$ cat config.mk
export PLATFORM = sky130hd
export DESIGN_NAME = dmem_arbiter
export DESIGN_NICKNAME = d
export VERILOG_FILES = /design/src/rtl/dmem_arbiter_pkg.sv /design/src/rtl/dmem_req_check.sv /design/src/rtl/dmem_arbiter.sv
export SDC_FILE = /design/constraint.sdc
export NUM_CORES = 1
export LEC_CHECK = 0
export CELL_PAD_IN_SITES_DETAIL_PLACEMENT = 1
export CELL_PAD_IN_SITES_GLOBAL_PLACEMENT = 2
export CORE_ASPECT_RATIO = 0.75
export CORE_UTILIZATION = 37
export CTS_CLUSTER_SIZE = 8
export DETAILED_ROUTE_END_ITERATION = 6
export DONT_BUFFER_PORTS = 1
export PLACE_DENSITY = 0.82
export SLEW_MARGIN = 20
export SYNTH_ARGS = -nofsm -noshare
export SYNTH_HDL_FRONTEND = slang
export SYNTH_SLANG_ARGS = --single-unit
$ cat constraint.sdc
create_clock -name clk -period 5.2 [get_ports clk]
set_input_delay 1.04 -clock clk [delete_from_list [all_inputs] [get_ports clk]]
set_output_delay 1.04 -clock clk [all_outputs]
set_load 0.005 [all_outputs]
$ cat src/rtl/dmem_arbiter_pkg.sv
// Shared codes and state encoding for the data-memory arbiter and its validator.
package dmem_arbiter_pkg;

    localparam logic [2:0] MEMREAD_NONE  = 3'd0;
    localparam logic [2:0] MEMREAD_LB    = 3'd1;
    localparam logic [2:0] MEMREAD_LH    = 3'd2;
    localparam logic [2:0] MEMREAD_LW    = 3'd3;
    localparam logic [2:0] MEMREAD_LBU   = 3'd4;
    localparam logic [2:0] MEMREAD_LHU   = 3'd5;

    localparam logic [1:0] MEMWRITE_NONE = 2'd0;
    localparam logic [1:0] MEMWRITE_SB   = 2'd1;
    localparam logic [1:0] MEMWRITE_SH   = 2'd2;
    localparam logic [1:0] MEMWRITE_SW   = 2'd3;

    typedef enum logic [1:0] {
        IDLE   = 2'd0,
        ACCESS = 2'd1,
        RESP   = 2'd2
    } state_e;

    // Bytes touched by a load code; 0 marks NONE or an undefined code.
    function automatic logic [2:0] read_size(input logic [2:0] code);
        case (code)
            MEMREAD_LB, MEMREAD_LBU: read_size = 3'd1;
            MEMREAD_LH, MEMREAD_LHU: read_size = 3'd2;
            MEMREAD_LW:              read_size = 3'd4;
            default:                 read_size = 3'd0;
        endcase
    endfunction

    // Bytes touched by a store code; 0 marks NONE.
    function automatic logic [2:0] write_size(input logic [1:0] code);
        case (code)
            MEMWRITE_SB: write_size = 3'd1;
            MEMWRITE_SH: write_size = 3'd2;
            MEMWRITE_SW: write_size = 3'd4;
            default:     write_size = 3'd0;
        endcase
    endfunction

endpackage

$ cat src/rtl/dmem_req_check.sv
// Combinational request validator: flags bad code combinations, misalignment
// and accesses whose last byte falls outside the 2**ADDR_W byte memory.
module dmem_req_check
    import dmem_arbiter_pkg::*;
#(
    parameter int ADDR_W = 16
) (
    input  logic [2:0]  read_i,
    input  logic [1:0]  write_i,
    input  logic [31:0] addr_i,
    output logic        err_o
);

    logic [2:0]  size_s;
    logic [32:0] last_s;
    logic        code_err_s;
    logic        align_err_s;
    logic        range_err_s;

    // Exactly one defined code gives a non-zero size; every other combination is a code error.
    always_comb begin
        size_s = 3'd0;
        if ((read_i != MEMREAD_NONE) && (write_i == MEMWRITE_NONE)) begin
            size_s = read_size(read_i);
        end else if ((read_i == MEMREAD_NONE) && (write_i != MEMWRITE_NONE)) begin
            size_s = write_size(write_i);
        end else begin
            size_s = 3'd0;
        end
        code_err_s = (size_s == 3'd0);
    end

    // Alignment and upper-bound checks on the resolved size; 33-bit sum keeps the carry.
    always_comb begin
        case (size_s)
            3'd2:    align_err_s = addr_i[0];
            3'd4:    align_err_s = |addr_i[1:0];
            default: align_err_s = 1'b0;
        endcase
        last_s      = {1'b0, addr_i} + {30'd0, size_s} - 33'd1;
        range_err_s = ((last_s >> ADDR_W) != 33'd0);
        err_o       = code_err_s | align_err_s | range_err_s;
    end

endmodule

$ cat src/rtl/dmem_arbiter.sv
// Round-robin two-port arbiter that sequences one data-memory access per
// granted request and returns the result to the requesting port.
module dmem_arbiter
    import dmem_arbiter_pkg::*;
#(
    parameter int ADDR_W = 16
) (
    input  logic        clk,
    input  logic        rst_n,
    input  logic        p0_req_valid,
    output logic        p0_req_ready,
    input  logic [31:0] p0_addr,
    input  logic [31:0] p0_wdata,
    input  logic [2:0]  p0_read,
    input  logic [1:0]  p0_write,
    output logic        p0_resp_valid,
    output logic [31:0] p0_rdata,
    output logic        p0_resp_err,
    input  logic        p1_req_valid,
    output logic        p1_req_ready,
    input  logic [31:0] p1_addr,
    input  logic [31:0] p1_wdata,
    input  logic [2:0]  p1_read,
    input  logic [1:0]  p1_write,
    output logic        p1_resp_valid,
    output logic [31:0] p1_rdata,
    output logic        p1_resp_err,
    output logic [2:0]  mem_read,
    output logic [1:0]  mem_write,
    output logic [31:0] mem_addr,
    output logic [31:0] mem_wdata,
    input  logic [31:0] mem_rdata
);

    state_e            state_q, state_d;
    logic              last_q, last_d;        // port granted most recently
    logic              port_q, port_d;        // port owning the in-flight request
    logic [31:0]       addr_q, addr_d;
    logic [31:0]       wdata_q, wdata_d;
    logic [2:0]        read_q, read_d;
    logic [1:0]        write_q, write_d;
    logic              err_q, err_d;
    logic [1:0]        resp_valid_q, resp_valid_d;
    logic [1:0]        resp_err_q, resp_err_d;
    logic [1:0][31:0]  rdata_q, rdata_d;

    logic              grant_s;
    logic              accept_s;
    logic [31:0]       sel_addr_s;
    logic [31:0]       sel_wdata_s;
    logic [2:0]        sel_read_s;
    logic [1:0]        sel_write_s;
    logic              chk_err_s;

    dmem_req_check #(
        .ADDR_W (ADDR_W)
    ) u_req_check (
        .read_i  (sel_read_s),
        .write_i (sel_write_s),
        .addr_i  (sel_addr_s),
        .err_o   (chk_err_s)
    );

    // Pick the winner: a lone valid port wins, a tie goes to the port not served last.
    always_comb begin
        if (p0_req_valid && p1_req_valid) begin
            grant_s = ~last_q;
        end else if (p1_req_valid) begin
            grant_s = 1'b1;
        end else begin
            grant_s = 1'b0;
        end
        accept_s     = rst_n && ((state_q == IDLE) || (state_q == RESP)) &&
                       (p0_req_valid || p1_req_valid);
        p0_req_ready = accept_s && !grant_s;
        p1_req_ready = accept_s && grant_s;
        sel_addr_s   = grant_s ? p1_addr  : p0_addr;
        sel_wdata_s  = grant_s ? p1_wdata : p0_wdata;
        sel_read_s   = grant_s ? p1_read  : p0_read;
        sel_write_s  = grant_s ? p1_write : p0_write;
    end

    // Next-state logic: latch on acceptance, capture read data at the end of ACCESS.
    always_comb begin
        state_d      = state_q;
        last_d       = last_q;
        port_d       = port_q;
        addr_d       = addr_q;
        wdata_d      = wdata_q;
        read_d       = read_q;
        write_d      = write_q;
        err_d        = err_q;
        resp_valid_d = 2'b00;
        resp_err_d   = 2'b00;
        rdata_d      = '0;
        case (state_q)
            IDLE:    state_d = accept_s ? ACCESS : IDLE;
            ACCESS: begin
                state_d              = RESP;
                resp_valid_d[port_q] = 1'b1;
                resp_err_d[port_q]   = err_q;
                rdata_d[port_q]      = (read_q != MEMREAD_NONE) ? mem_rdata : 32'd0;
            end
            RESP:    state_d = accept_s ? ACCESS : IDLE;
            default: state_d = IDLE;
        endcase
        if (accept_s) begin
            last_d  = grant_s;
            port_d  = grant_s;
            addr_d  = sel_addr_s;
            wdata_d = sel_wdata_s;
            err_d   = chk_err_s;
            // A rejected request still walks through ACCESS, but touches nothing.
            read_d  = chk_err_s ? MEMREAD_NONE  : sel_read_s;
            write_d = chk_err_s ? MEMWRITE_NONE : sel_write_s;
        end else begin
            last_d  = last_q;
        end
    end

    // State and request registers; reset favours port 0 on the first tie.
    always_ff @(posedge clk or negedge rst_n) begin
        if (!rst_n) begin
            state_q      <= IDLE;
            last_q       <= 1'b1;
            port_q       <= 1'b0;
            addr_q       <= 32'd0;
            wdata_q      <= 32'd0;
            read_q       <= MEMREAD_NONE;
            write_q      <= MEMWRITE_NONE;
            err_q        <= 1'b0;
            resp_valid_q <= 2'b00;
            resp_err_q   <= 2'b00;
            rdata_q      <= '0;
        end else begin
            state_q      <= state_d;
            last_q       <= last_d;
            port_q       <= port_d;
            addr_q       <= addr_d;
            wdata_q      <= wdata_d;
            read_q       <= read_d;
            write_q      <= write_d;
            err_q        <= err_d;
            resp_valid_q <= resp_valid_d;
            resp_err_q   <= resp_err_d;
            rdata_q      <= rdata_d;
        end
    end

    // Memory bus is live only in ACCESS; reset kills a write before the memory's negedge.
    always_comb begin
        if ((state_q == ACCESS) && rst_n) begin
            mem_read  = read_q;
            mem_write = write_q;
            mem_addr  = addr_q;
            mem_wdata = wdata_q;
        end else begin
            mem_read  = MEMREAD_NONE;
            mem_write = MEMWRITE_NONE;
            mem_addr  = 32'd0;
            mem_wdata = 32'd0;
        end
    end

    assign p0_resp_valid = resp_valid_q[0];
    assign p1_resp_valid = resp_valid_q[1];
    assign p0_resp_err   = resp_err_q[0];
    assign p1_resp_err   = resp_err_q[1];
    assign p0_rdata      = rdata_q[0];
    assign p1_rdata      = rdata_q[1];

endmodule

=== Word-level counts from Yosys, hierarchy flattened ===
Cells that the tools add are included.
W data, S select, Z words.

* Flip-flop bits (word level): 142
* Output and inout bits: 139
* Logic and storage cells: 84
* Bits of input ports: 174

* Muxes and demuxes: 27
* Reductions and logical operators: 24
* Bitwise logic cells: 5
* Equal/unequal tests: 12
* Add/subtract/negate cells: 2
* Magnitude comparators: 2

{| class="wikitable"
|+ Operators by type and width
! operator !! count
|-
| $mux W32 || 6
|-
| $and A64 B64 Y64 || 1
|-
| $mux W64 || 1
|-
| $add A32 B3 Y33 || 1
|-
| $reduce_bool A33 Y1 || 1
|-
| $sub A33 B1 Y33 const B || 1
|-
| $demux W32 S1 || 1
|-
| $pmux W3 S3 || 2
|-
| $mux W3 || 5
|-
| $mux W2 || 5
|-
| $eq A3 B2 Y1 const B || 3
|-
| $eq A3 B3 Y1 const B || 3
|-
| $logic_and A1 B1 Y1 || 9
|-
| $reduce_or A2 Y1 || 4
|-
| $eq A2 B2 Y1 const B || 3
|-
| $logic_not A3 Y1 || 2
|-
| $reduce_bool A3 Y1 || 2
|-
| $eq A2 B1 Y1 const B || 2
|-
| $logic_not A2 Y1 || 2
|-
| $mux W1 || 4
|-
| $pmux W2 S2 || 1
|-
| $eq A3 B1 Y1 const B || 1
|-
| $and A2 B2 Y2 || 1
|-
| $logic_or A1 B1 Y1 || 2
|-
| other kinds (8) || 9
|}

=== Longest topological paths before layout ===
* Depth in word-level cells: 12
* Depth in mapped cells: 17

=== By module ===
A second synthesis with hierarchy kept.

* Cell total of the unflattened synthesis: 799
* Area total of the unflattened synthesis: 8237.9 um^2

{| class="wikitable"
|+ Modules (own cells, without submodules)
! module !! cells each !! times used !! area an instance (um^2)
|-
| dmem_arbiter || 474 || 1 || 6109.6
|-
| dmem_req_check || 325 || 1 || 2128.3
|}

=== Worst setup path after synthesis ===
Ideal clock, no wire load.

* Path type: input -> register
* Start point: input p1_req_valid
* End point: register err_q
* Path slack: -107 ps
* Data required time: 5074 ps
* Path buffers: 3
* Stages on the path: 16
* Arrival: 5181 ps
* Cells stage by stage: a21boi_1 -> clkbuf_1 -> clkbuf_1 -> mux2i_1 -> inv_1 -> ha_1 -> clkbuf_1 -> a211o_1 -> a21oi_1 -> a211oi_1 -> o311ai_1 -> and3_1 -> nor4_2 -> nand4_1 -> or4_4 -> o32a_1

* Elaborated cells on any way between the ends: 38

{| class="wikitable"
|+ RTL lines
! what !! RTL line !! RTL
|-
| start, declared || dmem_arbiter.sv:19 || <nowiki>input logic p1_req_valid,</nowiki>
|-
| $mux W1 / $logic_and A1 B1 Y1 (equally long branches) || dmem_arbiter.sv:68, dmem_arbiter.sv:66 ||
|-
| $mux W1 * || dmem_arbiter.sv:66 || <nowiki>if (p0_req_valid && p1_req_valid) begin</nowiki>
|-
| $mux W32 * || dmem_arbiter.sv:77 || <nowiki>sel_addr_s = grant_s ? p1_addr : p0_addr;</nowiki>
|-
| net sel_addr_s[15] || dmem_arbiter.sv:49 || <nowiki>logic [31:0] sel_addr_s;</nowiki>
|-
| $add A32 B3 Y33 * || dmem_req_check.sv:40 || <nowiki>last_s = {1'b0, addr_i} + {30'd0, size_s} - 33'd1;</nowiki>
|-
| $sub A33 B1 Y33 * || dmem_req_check.sv:40 ||
|-
| $reduce_bool A33 Y1 * || dmem_req_check.sv:41 || <nowiki>range_err_s = ((last_s >> ADDR_W) != 33'd0);</nowiki>
|-
| $or A1 B1 Y1 * || dmem_req_check.sv:42 || <nowiki>err_o = code_err_s | align_err_s | range_err_s;</nowiki>
|-
| end signal, assigned || dmem_arbiter.sv:143 || <nowiki>err_q <= err_d;</nowiki>
|-
| end, declared || dmem_arbiter.sv:42 || <nowiki>logic err_q, err_d;</nowiki>
|}

Mark *: on every way through the listed nets, which the timed path passes. The rest lies on a longest branch.
A chain may end at the register's enable or synchronous reset.

=== Final worst setup path ===
* Start point: input p1_req_valid
* End point: register err_q

* Word-level cells in the longest chain between the ends: 11
* Elaborated cells on any way between the ends: 38

{| class="wikitable"
|+ Ends and longest elaborated chain
! what !! RTL line !! RTL
|-
| $mux W1 / $logic_and A1 B1 Y1 (equally long branches) || dmem_arbiter.sv:68, dmem_arbiter.sv:66 ||
|-
| $mux W1 || dmem_arbiter.sv:66 ||
|-
| $mux W3 / $mux W2 (equally long branches) || dmem_arbiter.sv:79, dmem_arbiter.sv:80 ||
|-
| $eq A3 B2 Y1, or another cell as far along || dmem_arbiter_pkg.sv:24 || <nowiki>case (code)</nowiki>
|-
| $reduce_or A2 Y1, or another cell as far along || dmem_arbiter_pkg.sv:24 ||
|-
| $pmux W3 S3 / $mux W3 (equally long branches) || dmem_arbiter_pkg.sv:24, dmem_req_check.sv:25 ||
|-
| $mux W3 || dmem_req_check.sv:23 || <nowiki>if ((read_i != MEMREAD_NONE) && (write_i == MEMWRITE_NONE)) begin</nowiki>
|-
| $add A32 B3 Y33, or another cell as far along || dmem_req_check.sv:40 ||
|-
| $sub A33 B1 Y33 / $pmux W1 S2 (equally long branches) || dmem_req_check.sv:40, dmem_req_check.sv:35 ||
|-
| $reduce_bool A33 Y1 / $or A1 B1 Y1 (equally long branches) || dmem_req_check.sv:41, dmem_req_check.sv:42 ||
|-
| $or A1 B1 Y1 || dmem_req_check.sv:42 ||
|}

Parallel ways exist; a longest one is shown, timed or not.

==> metrics.txt <==
# TYPE chip_impl_metric gauge
chip_impl_metric{name="synth_cells",unit=""} 858
chip_impl_metric{name="cts.sink_count",unit=""} 142
chip_impl_metric{name="mapped_cell_area",unit="um^2"} 8030
chip_impl_metric{name="rr_worst_depth",unit=""} 16
chip_impl_metric{name="syn-mean-instance-area",unit="um^2"} 9.35
chip_impl_metric{name="route.vias.total",unit=""} 6540
chip_impl_metric{name="grt_pass1_vias",unit=""} 6545
chip_impl_metric{name="synth-edff-count",unit=""} 0
chip_impl_metric{name="clock_buffer_depth",unit=""} 2
chip_impl_metric{name="htree_num_levels",unit=""} 4
chip_impl_metric{name="design.die.area",unit="um^2"} 22300
chip_impl_metric{name="postSynthNetCount",unit=""} 1064
chip_impl_metric{name="tritoncts.num_buffers",unit=""} 17
chip_impl_metric{name="cap_viol_max_count",unit=""} 0
chip_impl_metric{name="slew_viol_final",unit=""} 0
chip_impl_metric{name="gr-usage-all-layers",unit="%"} 22.2
chip_impl_info{name="worst_hold_path_type",value="input pin to async pin"} 1
chip_impl_metric{name="fmax",unit="MHz"} 215
chip_impl_metric{name="detailedPlacementHpwl",unit="um"} 17900
chip_impl_metric{name="routability_congestion_estimate_from_global_placement",unit=""} 0.843
chip_impl_metric{name="min_period",unit="ps"} 4660
chip_impl_info{name="r2r-start",value="last_q"} 1
chip_impl_metric{name="drcViolationCount",unit=""} 0
chip_impl_metric{name="port_buffers",unit=""} 0
chip_impl_metric{name="post_cts_gate_resize_count",unit=""} 0
chip_impl_metric{name="synth.ff_latch_count",unit=""} 142
chip_impl_metric{name="reported_leakage_power",unit="nW"} 4.52
chip_impl_info{name="setup_repair_after_global_routing_missed_its_margin",value="no"} 1
chip_impl_metric{name="grt_start_max_net_pins",unit=""} 213
chip_impl_info{name="synth-main-ff-cell",value="sky130_fd_sc_hd__dfrtp_1"} 1
chip_impl_info{name="endpoint",value="err_q"} 1
chip_impl_info{name="timing.critical_path.from",value="p1_req_valid"} 1
chip_impl_metric{name="drt_pass1_iterations",unit=""} 7
chip_impl_metric{name="timing_worst_slew_pin_value",unit="ps"} 1090
chip_impl_metric{name="synth_async_sr_flop_share",unit="%"} 100
chip_impl_metric{name="cell_pwr_density",unit="nW/um^2"} 363
chip_impl_metric{name="grt_first_pass_wirelength",unit="um"} 37700
chip_impl_metric{name="drtIter0Drc",unit=""} 525
chip_impl_metric{name="start_util",unit="%"} 37.9
chip_impl_metric{name="period_utilization_post_route",unit="%"} 89.5
chip_impl_metric{name="crit_fanout",unit=""} 12
chip_impl_info{name="criticalPathCategory",value="input pin to register"} 1
chip_impl_metric{name="cp_data_arrival_time",unit="ps"} 4960
chip_impl_metric{name="postCtsSetupRepairBufs",unit=""} 0
chip_impl_info{name="cp-start-kind",value="input pin"} 1
chip_impl_metric{name="wl_per_cell",unit="um"} 21.1
chip_impl_metric{name="final-setup-viol-count",unit=""} 0
chip_impl_metric{name="post_dr_vias_cell",unit=""} 5.66
chip_impl_info{name="cts_tree",value="built"} 1
chip_impl_metric{name="std_cell_rows",unit=""} 46
chip_impl_metric{name="timing.final.hold_violations",unit=""} 0
chip_impl_metric{name="yosysWarningCount",unit=""} 0
chip_impl_metric{name="max-slew-margin-rel",unit="%"} 27.4
chip_impl_metric{name="grt_antenna_before_repair",unit=""} 0
chip_impl_metric{name="total_i_o_pin_count",unit=""} 313
chip_impl_metric{name="seq_area_frac_synth",unit="%"} 44.3
chip_impl_info{name="clockRootBuffer",value="sky130_fd_sc_hd__clkbuf_16"} 1
chip_impl_metric{name="netlist-cell-type-count",unit=""} 66
chip_impl_metric{name="floorplan.core_area",unit="um^2"} 21200
chip_impl_metric{name="numnets_final",unit=""} 1061
chip_impl_metric{name="final.setup_skew",unit="ps"} 24.0
chip_impl_metric{name="chipHeight",unit="um"} 130
chip_impl_metric{name="peakVddDrop",unit="mV"} 0.209
chip_impl_info{name="worst_setup_path_end_kind",value="register"} 1
chip_impl_metric{name="dp_cells",unit=""} 1124
chip_impl_metric{name="die_width",unit="um"} 172
chip_impl_metric{name="cp_data_required_time",unit="ps"} 5500
chip_impl_metric{name="layout-area-overhead-vs-synth",unit="%"} 13.2
chip_impl_metric{name="insertion_delay",unit="ps"} 440
chip_impl_metric{name="report.power.total",unit="mW"} 3.30
chip_impl_info{name="outcome",value="completed"} 1
chip_impl_metric{name="number_of_nets_with_antenna_violations_after_routing",unit=""} 0
chip_impl_metric{name="grt_overflow",unit=""} 0
chip_impl_metric{name="final_cell_count_no_fill",unit=""} 1156
chip_impl_metric{name="finalWirelength",unit="um"} 24400
chip_impl_metric{name="accumulated_negative_setup_slack",unit="ps"} 0
chip_impl_metric{name="holdBufCountCts",unit=""} 0
chip_impl_info{name="rr_endpoint",value="err_q"} 1
chip_impl_metric{name="rrSetupSlack",unit="ps"} 640
chip_impl_metric{name="clk_transition_reported_paths",unit="ps"} 80
chip_impl_metric{name="antenna_cells",unit=""} 0
chip_impl_metric{name="drive_above_1_share",unit="%"} 9.91
==> power breakdown <==
part / total [mW] / internal [mW] / leakage [nW] / switching [mW]
clock network: 1.29 / 0.664 / 0.303 / 0.622
logic: 0.748 / 0.300 / 2.35 / 0.449
registers: 1.26 / 1.21 / 1.86 / 0.0568
total: 3.30 / 2.17 / 4.52 / 1.13
==> critical path, stage by stage <==
cell and delay [ps]:
sky130_fd_sc_hd__a21boi_4 190, sky130_fd_sc_hd__buf_4 260, sky130_fd_sc_hd__buf_4 240, sky130_fd_sc_hd__mux2i_1 260, sky130_fd_sc_hd__ha_1 180, sky130_fd_sc_hd__inv_1 60
sky130_fd_sc_hd__ha_1 280, sky130_fd_sc_hd__a21oi_1 180, sky130_fd_sc_hd__nor3_1 80, sky130_fd_sc_hd__a211oi_1 570, sky130_fd_sc_hd__a21oi_2 130, sky130_fd_sc_hd__o21ai_1 270
sky130_fd_sc_hd__and3b_1 210, sky130_fd_sc_hd__o2111ai_1 100, sky130_fd_sc_hd__or4_4 530, sky130_fd_sc_hd__o32a_1 360
==> registers in the layout (all words and copies together) (netlist names) <==
| name | cells |
|---|---|
| addr_q | 32 |
| err_q | 1 |
| last_q | 1 |
| p0_rdata | 32 |
| p1_rdata | 32 |
| port_q | 1 |
| read_q | 3 |
| resp_err_q | 2 |
| resp_valid_q | 2 |
| state_q | 2 |
| wdata_q | 32 |
| write_q | 2 |
==> worst min-delay path by stage <==
stage                     startpoint      endpoint  slack (ps)  depth (start not counted)
after detailed placement  addr_q[18]    addr_q[18]         470                          2
after floorplan            addr_q[0]     addr_q[0]         440                          2
after CTS                      rst_n  p1_rdata[19]         270                          0
final                          rst_n    addr_q[15]         290                          0
after global routing           rst_n  p1_rdata[19]         270                          0
after global placement    addr_q[28]    addr_q[28]         450                          2
==> cell usage in the layout, fill, tap and decap left out, types with 15 or more instances in the layout <==
cell / count
sky130_fd_sc_hd__dfrtp_1: 141
sky130_fd_sc_hd__mux2i_1: 33
sky130_fd_sc_hd__o21ai_0: 57
sky130_fd_sc_hd__nor2_1: 20
sky130_fd_sc_hd__a21o_1: 15
sky130_fd_sc_hd__buf_4: 28
sky130_fd_sc_hd__and3_1: 71
sky130_fd_sc_hd__ha_1: 32
sky130_fd_sc_hd__inv_1: 68
sky130_fd_sc_hd__a222oi_1: 32
sky130_fd_sc_hd__nand2_1: 81
sky130_fd_sc_hd__clkbuf_16: 17
sky130_fd_sc_hd__a21oi_1: 41
sky130_fd_sc_hd__and2_1: 66
==> per-stage QoR <==
| stage | hold slack [ps] | utilization [%] | setup slack, ps | cell area [um^2] |
|---|---|---|---|---|
| global route | 272 | 42.9 | 305 | 9080 |
| floorplan | 442 | - | 45.7 | 8030 |
| global placement | 455 | 39.9 | 343 | 8450 |
| finish | 295 | 42.9 | 544 | 9080 |
| detailed placement | 466 | 39.9 | 182 | 8450 |
| CTS | 269 | 42.9 | 598 | 9080 |
==> cell type report <==
type | count | area [um^2]
Timing Repair Buffer | 29 | 230
Clock inverter | 15 | 204
Sequential cell | 142 | 3550
Tap cell | 288 | 360
Clock buffer | 17 | 425
Inverter | 69 | 259
Fill cell | 2445 | 12100
Multi-Input combinational cell | 596 | 4050
==> layer usage <==
metal / up-vias / GRT usage (%) / part of all wire [%]
li1: 3072 / - / -
met4: 0 / 5.99 / 1.5
met5: - / 0 / 0
met3: 20 / 5.65 / 7.8
met2: 255 / 35.2 / 45
met1: 3193 / 30.1 / 46
==> cell usage after synthesis (3+ instances only) <==
library cell                count  area share, %
sky130_fd_sc_hd__nand2b_1       4           0.31
sky130_fd_sc_hd__a21boi_0       3           0.28
sky130_fd_sc_hd__nand4_1       11           0.86
sky130_fd_sc_hd__o211ai_1       4           0.37
sky130_fd_sc_hd__a21o_1        15            1.4
sky130_fd_sc_hd__a21oi_1       41            2.6
sky130_fd_sc_hd__mux2i_1       33            4.1
sky130_fd_sc_hd__o21ai_0       57            3.6
sky130_fd_sc_hd__o2111ai_1      3           0.33
sky130_fd_sc_hd__a211oi_1       8           0.75
sky130_fd_sc_hd__nand2_1       81            3.8
sky130_fd_sc_hd__o21a_1        14            1.3
sky130_fd_sc_hd__xor2_1         7           0.76
sky130_fd_sc_hd__dfrtp_1      141             44
sky130_fd_sc_hd__ha_1          32            5.0
sky130_fd_sc_hd__inv_1         69            3.2
sky130_fd_sc_hd__nor3_1        13           0.81
sky130_fd_sc_hd__nand3_1        6           0.37
sky130_fd_sc_hd__a222oi_1      32            4.0
sky130_fd_sc_hd__a2bb2oi_1      3           0.33
sky130_fd_sc_hd__o21bai_1       3           0.28
sky130_fd_sc_hd__and2_1        66            5.1
sky130_fd_sc_hd__and3_1        71            5.5
sky130_fd_sc_hd__a31oi_1        7           0.55
sky130_fd_sc_hd__a211o_1       10            1.1
sky130_fd_sc_hd__nor2_1        22            1.0
sky130_fd_sc_hd__clkbuf_1      50            2.3
==> kinds of logic after synthesis <==
group,share of synthesized area (%)
buffers and inverters,5.63
adder cells (fa/ha/maj),5.13
flip-flops,44.3
XOR/XNOR,0.873
AND/OR/NAND/NOR,20.5
AO/OA/AOI/OAI,19.2
multiplexers,4.40
(Power assumes the default switching activity.)
